[src/rtl/led_ctrl_pkg.sv]
// led_ctrl_pkg
// Shared types for the LED event scheduler slice.
//   cmd_t         : 2-bit command word held in the event FIFO.
//   sched_state_t : scheduler FSM state, also exported for debug.
package led_ctrl_pkg;

    typedef enum logic [1:0] {
        CMD_NONE = 2'd0,
        CMD_NEXT = 2'd1,
        CMD_PREV = 2'd2
    } cmd_t;

    typedef enum logic {
        IDLE = 1'b0,
        HOLD = 1'b1
    } sched_state_t;

endpackage

[src/rtl/led_event_scheduler_if.sv]
// led_event_scheduler_if
// Groups the debouncer-side requests and cycler-side commands of the
// scheduler.
//   next_in/prev_in/rst_in    : one-shot requests from the debouncers
//   next_out/prev_out/rst_out : one-cycle, mutually exclusive commands
//   busy                      : HOLD or FIFO non-empty
//   dropped                   : one-cycle pulse, a request was lost (FIFO full)
//   level                     : FIFO occupancy
//   state                     : scheduler FSM state (debug visibility)
// Handshake: there is no back-pressure. A request is a single-cycle pulse
// that is sampled on the rising clock edge; it is either queued or
// reported through dropped one cycle later. A command is a single-cycle
// pulse that the cycler must take on that same cycle.
interface led_event_scheduler_if
    import led_ctrl_pkg::*;
#(
    parameter int DEPTH = 4
);
    logic                     next_in;
    logic                     prev_in;
    logic                     rst_in;
    logic                     next_out;
    logic                     prev_out;
    logic                     rst_out;
    logic                     busy;
    logic                     dropped;
    logic [$clog2(DEPTH):0]   level;
    sched_state_t             state;

    // master: the debouncer/requester side
    modport master (
        output next_in, prev_in, rst_in,
        input  next_out, prev_out, rst_out, busy, dropped, level, state
    );

    // slave: the scheduler itself
    modport slave (
        input  next_in, prev_in, rst_in,
        output next_out, prev_out, rst_out, busy, dropped, level, state
    );
endinterface

[src/rtl/event_fifo.sv]
// event_fifo
// DEPTH x 2-bit synchronous FIFO with a first-word-fall-through head.
//   clk, rst_n : clock, asynchronous active-low reset
//   push, din  : write request and data
//   pop, dout  : read request and current head
//   flush      : empty the FIFO; wins over push and pop
//   full, empty, level : occupancy status
// A push while full is accepted only if a pop happens in the same cycle.
module event_fifo #(
    parameter int DEPTH = 4
) (
    input  logic                   clk,
    input  logic                   rst_n,
    input  logic                   push,
    input  logic                   pop,
    input  logic                   flush,
    input  logic [1:0]             din,
    output logic [1:0]             dout,
    output logic                   full,
    output logic                   empty,
    output logic [$clog2(DEPTH):0] level
);
    localparam int AW = $clog2(DEPTH);

    logic [1:0]  mem [DEPTH];
    // Pointers carry one extra wrap bit so full and empty are distinguishable.
    logic [AW:0] wr_ptr;
    logic [AW:0] rd_ptr;
    logic        do_push;
    logic        do_pop;

    assign empty   = (wr_ptr == rd_ptr);
    assign full    = (wr_ptr[AW] != rd_ptr[AW]) && (wr_ptr[AW-1:0] == rd_ptr[AW-1:0]);
    assign level   = wr_ptr - rd_ptr;
    assign dout    = mem[rd_ptr[AW-1:0]];
    assign do_pop  = pop && !empty;
    assign do_push = push && (!full || do_pop);

    always_ff @(posedge clk or negedge rst_n) begin
        if (!rst_n) begin
            wr_ptr <= '0;
            rd_ptr <= '0;
        end else if (flush) begin
            wr_ptr <= '0;
            rd_ptr <= '0;
        end else begin
            if (do_push) wr_ptr <= wr_ptr + 1'b1;
            if (do_pop)  rd_ptr <= rd_ptr + 1'b1;
        end
    end

    // Storage needs no reset: the pointers define which entries are valid.
    always_ff @(posedge clk) begin
        if (!flush && do_push) mem[wr_ptr[AW-1:0]] <= din;
    end
endmodule

[src/rtl/led_event_scheduler.sv]
// led_event_scheduler
// Queues next/prev button events and issues them to the LED cycler one at a
// time, keeping at least GAP_CYCLES idle cycles after each command. A reset
// request flushes the queue and is issued immediately.
//   clk   : clock
//   rst_n : asynchronous active-low reset
//   bus   : led_event_scheduler_if.slave (requests, commands, status, state)
module led_event_scheduler
    import led_ctrl_pkg::*;
#(
    parameter int DEPTH      = 4,
    parameter int GAP_CYCLES = 16
) (
    input  logic                  clk,
    input  logic                  rst_n,
    led_event_scheduler_if.slave  bus
);
    localparam int LW = $clog2(DEPTH) + 1;
    localparam int CW = $clog2(GAP_CYCLES + 1);
    localparam logic [CW-1:0] GAP_LOAD = CW'(GAP_CYCLES);

    sched_state_t  state_q, state_d;
    logic [CW-1:0] cnt_q, cnt_d;
    logic          next_q, prev_q, rst_q, dropped_q;
    logic          next_d, prev_d, rst_d;

    logic          push_req;
    logic [1:0]    push_cmd;
    logic          fifo_push;
    logic          pop;
    logic [1:0]    head;
    logic          fifo_full;
    logic          fifo_empty;
    logic [LW-1:0] fifo_level;

    // A reset request discards same-cycle next/prev; a simultaneous
    // next+prev pair cancels out.
    assign push_req  = !bus.rst_in && (bus.next_in ^ bus.prev_in);
    assign push_cmd  = bus.next_in ? CMD_NEXT : CMD_PREV;
    assign fifo_push = push_req && (!fifo_full || pop);

    event_fifo #(.DEPTH(DEPTH)) u_fifo (
        .clk   (clk),
        .rst_n (rst_n),
        .push  (fifo_push),
        .pop   (pop),
        .flush (bus.rst_in),
        .din   (push_cmd),
        .dout  (head),
        .full  (fifo_full),
        .empty (fifo_empty),
        .level (fifo_level)
    );

    always_comb begin
        state_d = state_q;
        cnt_d   = cnt_q;
        pop     = 1'b0;
        next_d  = 1'b0;
        prev_d  = 1'b0;
        rst_d   = 1'b0;
        if (bus.rst_in) begin
            // Reset bypasses the queue and restarts any gap in progress.
            rst_d   = 1'b1;
            cnt_d   = GAP_LOAD;
            state_d = HOLD;
        end else begin
            case (state_q)
                IDLE: begin
                    if (!fifo_empty) begin
                        pop     = 1'b1;
                        next_d  = (cmd_t'(head) == CMD_NEXT);
                        prev_d  = (cmd_t'(head) == CMD_PREV);
                        cnt_d   = GAP_LOAD;
                        state_d = HOLD;
                    end
                end
                HOLD: begin
                    // The pulse cycle itself counts as the first HOLD cycle,
                    // so pulses land GAP_CYCLES+2 apart when the queue is busy.
                    if (cnt_q == '0) state_d = IDLE;
                    else             cnt_d   = cnt_q - 1'b1;
                end
                default: state_d = IDLE;
            endcase
        end
    end

    always_ff @(posedge clk or negedge rst_n) begin
        if (!rst_n) begin
            state_q   <= IDLE;
            cnt_q     <= '0;
            next_q    <= 1'b0;
            prev_q    <= 1'b0;
            rst_q     <= 1'b0;
            dropped_q <= 1'b0;
        end else begin
            state_q   <= state_d;
            cnt_q     <= cnt_d;
            next_q    <= next_d;
            prev_q    <= prev_d;
            rst_q     <= rst_d;
            dropped_q <= push_req && fifo_full && !pop;
        end
    end

    assign bus.next_out = next_q;
    assign bus.prev_out = prev_q;
    assign bus.rst_out  = rst_q;
    assign bus.dropped  = dropped_q;
    assign bus.level    = fifo_level;
    assign bus.busy     = (state_q == HOLD) || !fifo_empty;
    assign bus.state    = state_q;
endmodule

[src/flat_wrapper.sv]
// flat-port wrapper written by rule: the top's interface ports become plain ports
module led_event_scheduler_flat import led_ctrl_pkg::*;
#(
    parameter int DEPTH      = 4,
    parameter int GAP_CYCLES = 16
)
  (clk, rst_n, bus_next_in, bus_prev_in, bus_rst_in, bus_next_out, bus_prev_out, bus_rst_out, bus_busy, bus_dropped, bus_level, bus_state);
  led_event_scheduler_if #(.DEPTH(DEPTH)) bus_i ();
  input  logic clk;
  input  logic rst_n;
  input wire logic [$bits(bus_i.next_in)-1:0] bus_next_in;
  input wire logic [$bits(bus_i.prev_in)-1:0] bus_prev_in;
  input wire logic [$bits(bus_i.rst_in)-1:0] bus_rst_in;
  output wire logic [$bits(bus_i.next_out)-1:0] bus_next_out;
  output wire logic [$bits(bus_i.prev_out)-1:0] bus_prev_out;
  output wire logic [$bits(bus_i.rst_out)-1:0] bus_rst_out;
  output wire logic [$bits(bus_i.busy)-1:0] bus_busy;
  output wire logic [$bits(bus_i.dropped)-1:0] bus_dropped;
  output wire logic [$bits(bus_i.level)-1:0] bus_level;
  output wire logic [$bits(bus_i.state)-1:0] bus_state;
  assign bus_i.next_in = bus_next_in;
  assign bus_i.prev_in = bus_prev_in;
  assign bus_i.rst_in = bus_rst_in;
  assign bus_next_out = bus_i.next_out;
  assign bus_prev_out = bus_i.prev_out;
  assign bus_rst_out = bus_i.rst_out;
  assign bus_busy = bus_i.busy;
  assign bus_dropped = bus_i.dropped;
  assign bus_level = bus_i.level;
  assign bus_state = bus_i.state;
  led_event_scheduler #(.DEPTH(DEPTH), .GAP_CYCLES(GAP_CYCLES)) u_core (.clk(clk), .rst_n(rst_n), .bus(bus_i));
endmodule
[config.mk]
export PLATFORM = sky130hd
export DESIGN_NAME = led_event_scheduler_flat
export DESIGN_NICKNAME = d
export VERILOG_FILES = /design/src/rtl/led_ctrl_pkg.sv /design/src/rtl/led_event_scheduler_if.sv /design/src/rtl/event_fifo.sv /design/src/rtl/led_event_scheduler.sv /design/src/flat_wrapper.sv
export SDC_FILE = /design/constraint.sdc
export NUM_CORES = 1
export LEC_CHECK = 0
export ABC_AREA = 0
export CORE_MARGIN = 2
export CORE_UTILIZATION = 24
export CTS_BUF_LIST = sky130_fd_sc_hd__clkbuf_2
export DETAILED_ROUTE_END_ITERATION = 12
export GPL_ROUTABILITY_DRIVEN = 0
export GPL_TIMING_DRIVEN = 0
export PLACE_DENSITY = 0.44
export SLEW_MARGIN = 15
export SYNTH_ARGS = -nofsm -noshare
export SYNTH_HDL_FRONTEND = slang
export SYNTH_HIERARCHICAL = 1
export SYNTH_SLANG_ARGS = --single-unit
[constraint.sdc]
create_clock -name clk -period 6.95 [get_ports clk]
set_input_delay 0.695 -clock clk [delete_from_list [all_inputs] [get_ports clk]]
set_output_delay 0.695 -clock clk [all_outputs]
set_load 0.05 [all_outputs]
After elaboration in Yosys (flattened, before gate mapping)
Memory sizes are Yosys's and may differ from the RTL's.
Cells that the tools add are included.
{"block": "classes", "eq_ne": 7, "mux": 24, "n_reduce_logical": 19, "bitwise_logic": 2, "add_sub_neg": 4}
{"operator": "5-bit two-way mux", "count": 3}
{"operator": "1-bit two-way mux", "count": 14}
{"operator": "3-bit two-way mux", "count": 4}
{"operator": "5-bit case mux with 2 select lines", "count": 1}
{"operator": "1-bit logical AND", "count": 8}
{"operator": "3-bit by 1-bit adder with 3-bit output, second input constant", "count": 2}
{"operator": "3-bit inequality test, second input constant", "count": 2}
{"operator": "5-bit zero test", "count": 1}
{"operator": "5-bit by 1-bit subtractor with 5-bit output, second input constant", "count": 1}
{"operator": "1-bit zero test", "count": 4}
{"operator": "2-bit nonzero test", "count": 2}
{"operator": "3-bit equality test", "count": 1}
{"operator": "1-bit logical OR", "count": 3}
{"operator": "3-bit subtractor", "count": 1}
{"operator": "2-bit by 1-bit equality test with 1-bit output, second input constant", "count": 1}
{"operator": "2-bit equality test", "count": 1}
{"operator": "2-bit equality test, second input constant", "count": 1}
{"operator": "2-bit two-way mux", "count": 1}
{"operator": "1-bit case mux with 2 select lines", "count": 1}
{"operator": "2-bit AND reduction", "count": 1}
{"operator": "1-bit inequality test", "count": 1}
{"operator": "1-bit inverter", "count": 1}
{"operator": "1-bit XOR", "count": 1}
{"block": "word_totals", "memories": 1, "regBits": 16, "mem_bits_rw": 8}
{"memory": "u_core.u_fifo.mem", "depth": 4, "word_bits": 2, "read_ports": 1, "rd_clocked_by_memory_dff": 0, "write_ports": 1, "line": "event_fifo.sv:25", "text": "logic [1:0] mem [DEPTH];"}

Logic depth before layout (Yosys ltp)
Gate-level depths: netlist (run 1).
{"block": "depth", "word_depth": 10, "depth_mapped": 8, "ltp_nobuf": 8}

Modules after synthesis
The synthesis (run 1) kept the hierarchy.
{"mod": "event_fifo", "seq_area_each_um2": 390.4, "area_each_um2": 789.5, "cells_each": 63, "n_inst": 1}
{"mod": "led_event_scheduler", "seq_area_each_um2": 250.2, "area_each_um2": 518.0, "cells_each": 52, "n_inst": 1}

Worst setup path after synthesis (run 1)
OpenSTA, ideal clock, no wires.
{"block": "synth_path", "path_kind": "register -> output", "from": "register u_core.u_fifo.wr_ptr[0]", "to": "output port bus_level[2]", "setup_slack_ps": 4376, "arrival_ps": 1879, "required_time_ps": 6255, "path_stages_with_launch": 5, "cell_sequence": "dfrtp_1 inv_1 ha_1 fa_1 xnor2_1"}
{"block": "synth_via", "elab_chain_len": 1}
{"element": "from (decl)", "line": "event_fifo.sv:27", "text": "logic [AW:0] wr_ptr;"}
{"element": "from (signal assigned)", "line": "event_fifo.sv:47", "text": "if (do_push) wr_ptr <= wr_ptr + 1'b1;"}
{"element": "3-bit subtractor", "line": "event_fifo.sv:34", "text": "assign level = wr_ptr - rd_ptr;"}
{"element": "to (decl)", "line": "flat_wrapper.sv:19", "text": "output wire logic [$bits(bus_i.level)-1:0] bus_level;"}
Every way passes these cells.

Worst setup path after layout (run 1)
{"block": "layout_path", "from": "register u_core.u_fifo.rd_ptr[1]", "to": "output port bus_busy"}
{"block": "layout_via", "elab_chain_len": 3}
{"element": "from (decl)", "line": "event_fifo.sv:28", "text": "logic [AW:0] rd_ptr;"}
{"element": "from (signal assigned)", "line": "event_fifo.sv:48", "text": "if (do_pop) rd_ptr <= rd_ptr + 1'b1;"}
{"element": "3-bit equality test", "line": "event_fifo.sv:32", "text": "assign empty = (wr_ptr == rd_ptr);"}
{"element": "net u_core.fifo_empty", "line": "led_event_scheduler.sv:33", "text": "logic fifo_empty;"}
{"element": "1-bit zero test"}
{"element": "1-bit logical OR", "line": "led_event_scheduler.sv:112", "text": "assign bus.busy = (state_q == HOLD) || !fifo_empty;"}
{"element": "to (decl)", "line": "flat_wrapper.sv:17", "text": "output wire logic [$bits(bus_i.busy)-1:0] bus_busy;"}
The timed path passes the listed nets, and every way through them passes these cells.

==> results.yml, run 1 <==
die:
  coreArea_sq_um: 5170
  die_area_sq_um: 6050
  num_rows: 26
  ios: 14
  chipHeight_microns: 77.8
  initial_core_util_pct: 25.3
  die_w_microns: 77.8
finish:
  antennaDiodeCount: 0
  multi_input_area_sq_um: 607
  fin_area_sq_um: 1540
  syn2layout_area_growth_pct: 18.1
  drive_above_1_share_pct: 7.58
  n_fill_cell: 508
  post-route-util_pct: 29.8
  layout.nets: 147
  seqCellArea_sq_um: 641
clock_network:
  cts_inserted_buffers: 3
  clock-sinks: 24
  htree_levels: 1
  cts_tree: "done"
  root_buffer: "clkbuf_2"
  post-cts-setup-buffers: 0
  clock_latency_ns: 0.34
  clock_path_buffers: 2
  hold_buffers: 0
  clk_pin_slew_worst_paths_ns: 0.24
  cts_resized: 0
flow_run:
  drv_cap: 0
worst_setup_path:
  crit_arrival_ns: 2.85
  cp_cell_sequence: "inv_1 > ha_1 > nand2_1 > nor2_1 > nor2b_1 > inv_1 > clkdlybuf4s50_1"
  crit_fanout: 7
  rr_startpoint: "u_core/u_fifo/rd_ptr[1]"
  cp-start-kind: "register"
  crit_buf_inv: 3
  crit_required_ns: 6.25
  worst_path_dominant_cell_family: "buffers and inverters"
  crit_path_start: "u_core/u_fifo/rd_ptr[1]"
  crit_path_end_kind: "primary output"
  cpMostUsedCell: "inv_1"
  worstSetupPathType: "register to primary output"
  crit_slowest_cell: "clkdlybuf4s50_1"
  max_stage_delay_ns: 0.71
global_route:
  grtUsageTotal_pct: 9.27
  met1_usage_pct: 12.6
  overflow: 0
  antenna_found_initial: 0
  met2_usage_pct: 14.2
  grt_max_degree: 17
  grtUsageMet3_pct: 1.40
  grt_pass1_vias: 936
  grt_pass1_wl_microns: 4450
  gr-max-usage-layer: "met2"
yosys:
  ys_seq_area_share_pct: 49.0
  synth_nets: 129
  synth_seq_cells: 24
  synth_area_sq_um: 1310
  postSynthAreaPerCell_sq_um: 11.4
  syn_inst: 115
  ys_types: 40
  ys.warnings.count: 6
hold_path:
  hold_path.class: "register to register"
  min_from: "u_core/cnt_q[1]"
timing:
  rsz0062_at_grt: "no"
  hold_violations: 0
  setup-violations-final: 0
  period_minus_slack_ns: 3.54
  drv_slew: 0
  relSlewSlack_pct: 50.5
  worstMarginPinSlew_ns: 0.740
  tns_ns: 0
  timing.fmax_mhz: 282
  finalCritPeriodShare_pct: 51.0
  hold_ws_ns: 0.622
  fin_skew_ns: 0.00926
  setup_slack_ns: 3.41
detailed_routing:
  drc: 0
  routedWlPerCell_microns: 12.8
  drt-total-wl_microns: 2590
  ant_nets: 0
  dr_total_vias: 909
  via_per_inst: 4.50
  firstDrtPassIters: 5
  drt_iter0_drc: 42
power:
  power_density_nw_per_um2: 253
  p_leak_uw: 0.000637
  ir_drop_v: 0.0000700
placement:
  io_buffers: 13
  placed_area_sq_um: 1530
  hpwl_microns: 1930
  dp_slack_ns: 3.81
run_status:
  outcome: "finished clean"
sequential cells by signal, summed over array words and instances (netlist names):
signal and cells:
u_core/bus.dropped 1, u_core/bus.next_out 1, u_core/bus.prev_out 1, u_core/bus.rst_out 1, u_core/bus.state 1, u_core/cnt_q 5
u_core/u_fifo/mem 8, u_core/u_fifo/rd_ptr 3, u_core/u_fifo/wr_ptr 3
cell usage in the layout (no fill, tap or decap), types with 3 or more instances in the layout:
cell type        Yosys  routed
nand2_1              8       8
nor3b_1              3       3
ha_1                 8       8
dfrtp_1             16      16
clkbuf_2             0       3
nor2b_1              4       4
edfxtp_1             8       8
and3_1               4       4
a31oi_1              3       3
nor2_1               6       6
nand4b_1             3       3
clkdlybuf4s50_1      0      13
xnor2_1              3       3
clkbuf_1             3       3
inv_1               13      13
cell usage after synthesis (all sizes together):
library cell / instances / area [sq um]
and3: 4 / 25.0
a211oi: 1 / 7.51
nand4: 2 / 12.5
ha: 8 / 100
nor3b: 3 / 22.5
mux2: 3 / 37.5
nand4b: 3 / 26.3
a21oi: 1 / 5.00
a21o: 1 / 7.51
a31oi: 3 / 18.8
nor4b: 1 / 8.76
nand2: 8 / 30.0
mux2i: 1 / 10.0
o21ai: 2 / 10.0
dfrtp: 16 / 400
or3: 1 / 6.26
nor3: 2 / 10.0
a211o: 1 / 8.76
xor2: 1 / 8.76
nor2: 6 / 22.5
o311ai: 2 / 25.0
fa: 1 / 20.0
edfxtp: 8 / 240
o211ai: 1 / 7.51
or4b: 1 / 13.8
o2111ai: 1 / 8.76
inv: 13 / 48.8
mux4: 2 / 45.0
or4: 1 / 7.51
o31a: 1 / 8.76
o21a: 1 / 7.51
nand3: 1 / 5.00
xnor2: 3 / 26.3
nor2b: 4 / 25.0
nand2b: 1 / 6.26
nand3b: 2 / 15.0
o31ai: 1 / 7.51
clkbuf: 3 / 11.3
final timing paths:
kind | endpoint | slack, ns | depth (start not counted)
setup / recovery | bus_busy | 3.41 | 7
hold / removal | u_core/cnt_q[1] | 0.62 | 2
setup reg to reg | u_core/u_fifo/mem[0][1] | 4.00 | 8
hold reg to reg | u_core/cnt_q[1] | 0.62 | 2
max in group asynchronous | u_core/cnt_q[1] | 5.74 | 1
min in group asynchronous | u_core/bus.prev_out | 0.75 | 1
layout make-up:
| cell class | count | share of cell area (%) |
|---|---|---|
| buffer | 3 | 0.729 |
| clock buffer | 3 | 0.972 |
| clock inverter | 1 | 0.243 |
| inverter | 13 | 3.16 |
| multi-input combinational | 75 | 39.3 |
| sequential | 24 | 41.5 |
| tap | 70 | 5.67 |
| timing repair buffer | 13 | 8.43 |
routing by layer:
| layer | part of all wire, % | wire length [microns] | vias up |
|---|---|---|---|
| li1 | - | - | 447 |
| met1 | 51 | 1320 | 443 |
| met2 | 45 | 1170 | 17 |
| met3 | 2.1 | 54 | 2 |
| met4 | 1.3 | 34 | 0 |
| met5 | 0 | 0 | - |
cell families (layout without fill, tap and decap cells):
| family | after synthesis | in the layout | synth area share, % |
|---|---|---|---|
| AO/OA/AOI/OAI | 16 | 16 | 9.38 |
| flip-flops | 24 | 24 | 49.0 |
| adder cells (fa/ha/maj) | 9 | 9 | 9.19 |
| AND/OR/NAND/NOR | 40 | 40 | 18.1 |
| multiplexers | 6 | 6 | 7.08 |
| buffers and inverters | 16 | 33 | 4.59 |
| XOR/XNOR | 4 | 4 | 2.68 |
report_power, final:
| part | internal, uW | switching, uW | leakage (uW) |
|---|---|---|---|
| clock | 12.5 | 43.0 | 0.0000140 |
| combinational | 63.7 | 85.3 | 0.000343 |
| sequential | 165 | 21.2 | 0.000281 |
per-stage QoR:
step | instances | power [uW]
floorplan | 115 | 297
global placement | 198 | 336
detailed placement | 198 | 338
CTS | 202 | 393
global route | 202 | 420
finish | 202 | 391
tightest hold or removal path, stage by stage (launching register included):
cell and delay (ns):
dfrtp_1 0.46, nand2_1 0.07, a31oi_1 0.07
Power figures use the tool's default switching activity.
==> run 2: changes to the inputs <==
==> constraint.sdc (replaced) <==
create_clock -name clk -period 3.5 [get_ports clk]
set_input_delay 0.35 -clock clk [delete_from_list [all_inputs] [get_ports clk]]
set_output_delay 0.35 -clock clk [all_outputs]
set_load 0.05 [all_outputs]
==> results of run 2 <==
The final DEF is identical to that of run 1. Status: finished clean.
Main changes from that run: setup slack after placement 3.81 ns -> 0.581 ns; setup slack after layout 3.41 ns -> 0.302 ns; hold slack 0.622 ns -> 0.402 ns; register-to-register setup slack 4.00 ns -> 0.55 ns; total power 391 uW -> 776 uW; worst IR drop on VDD 0.0000700 V -> 0.000139 V
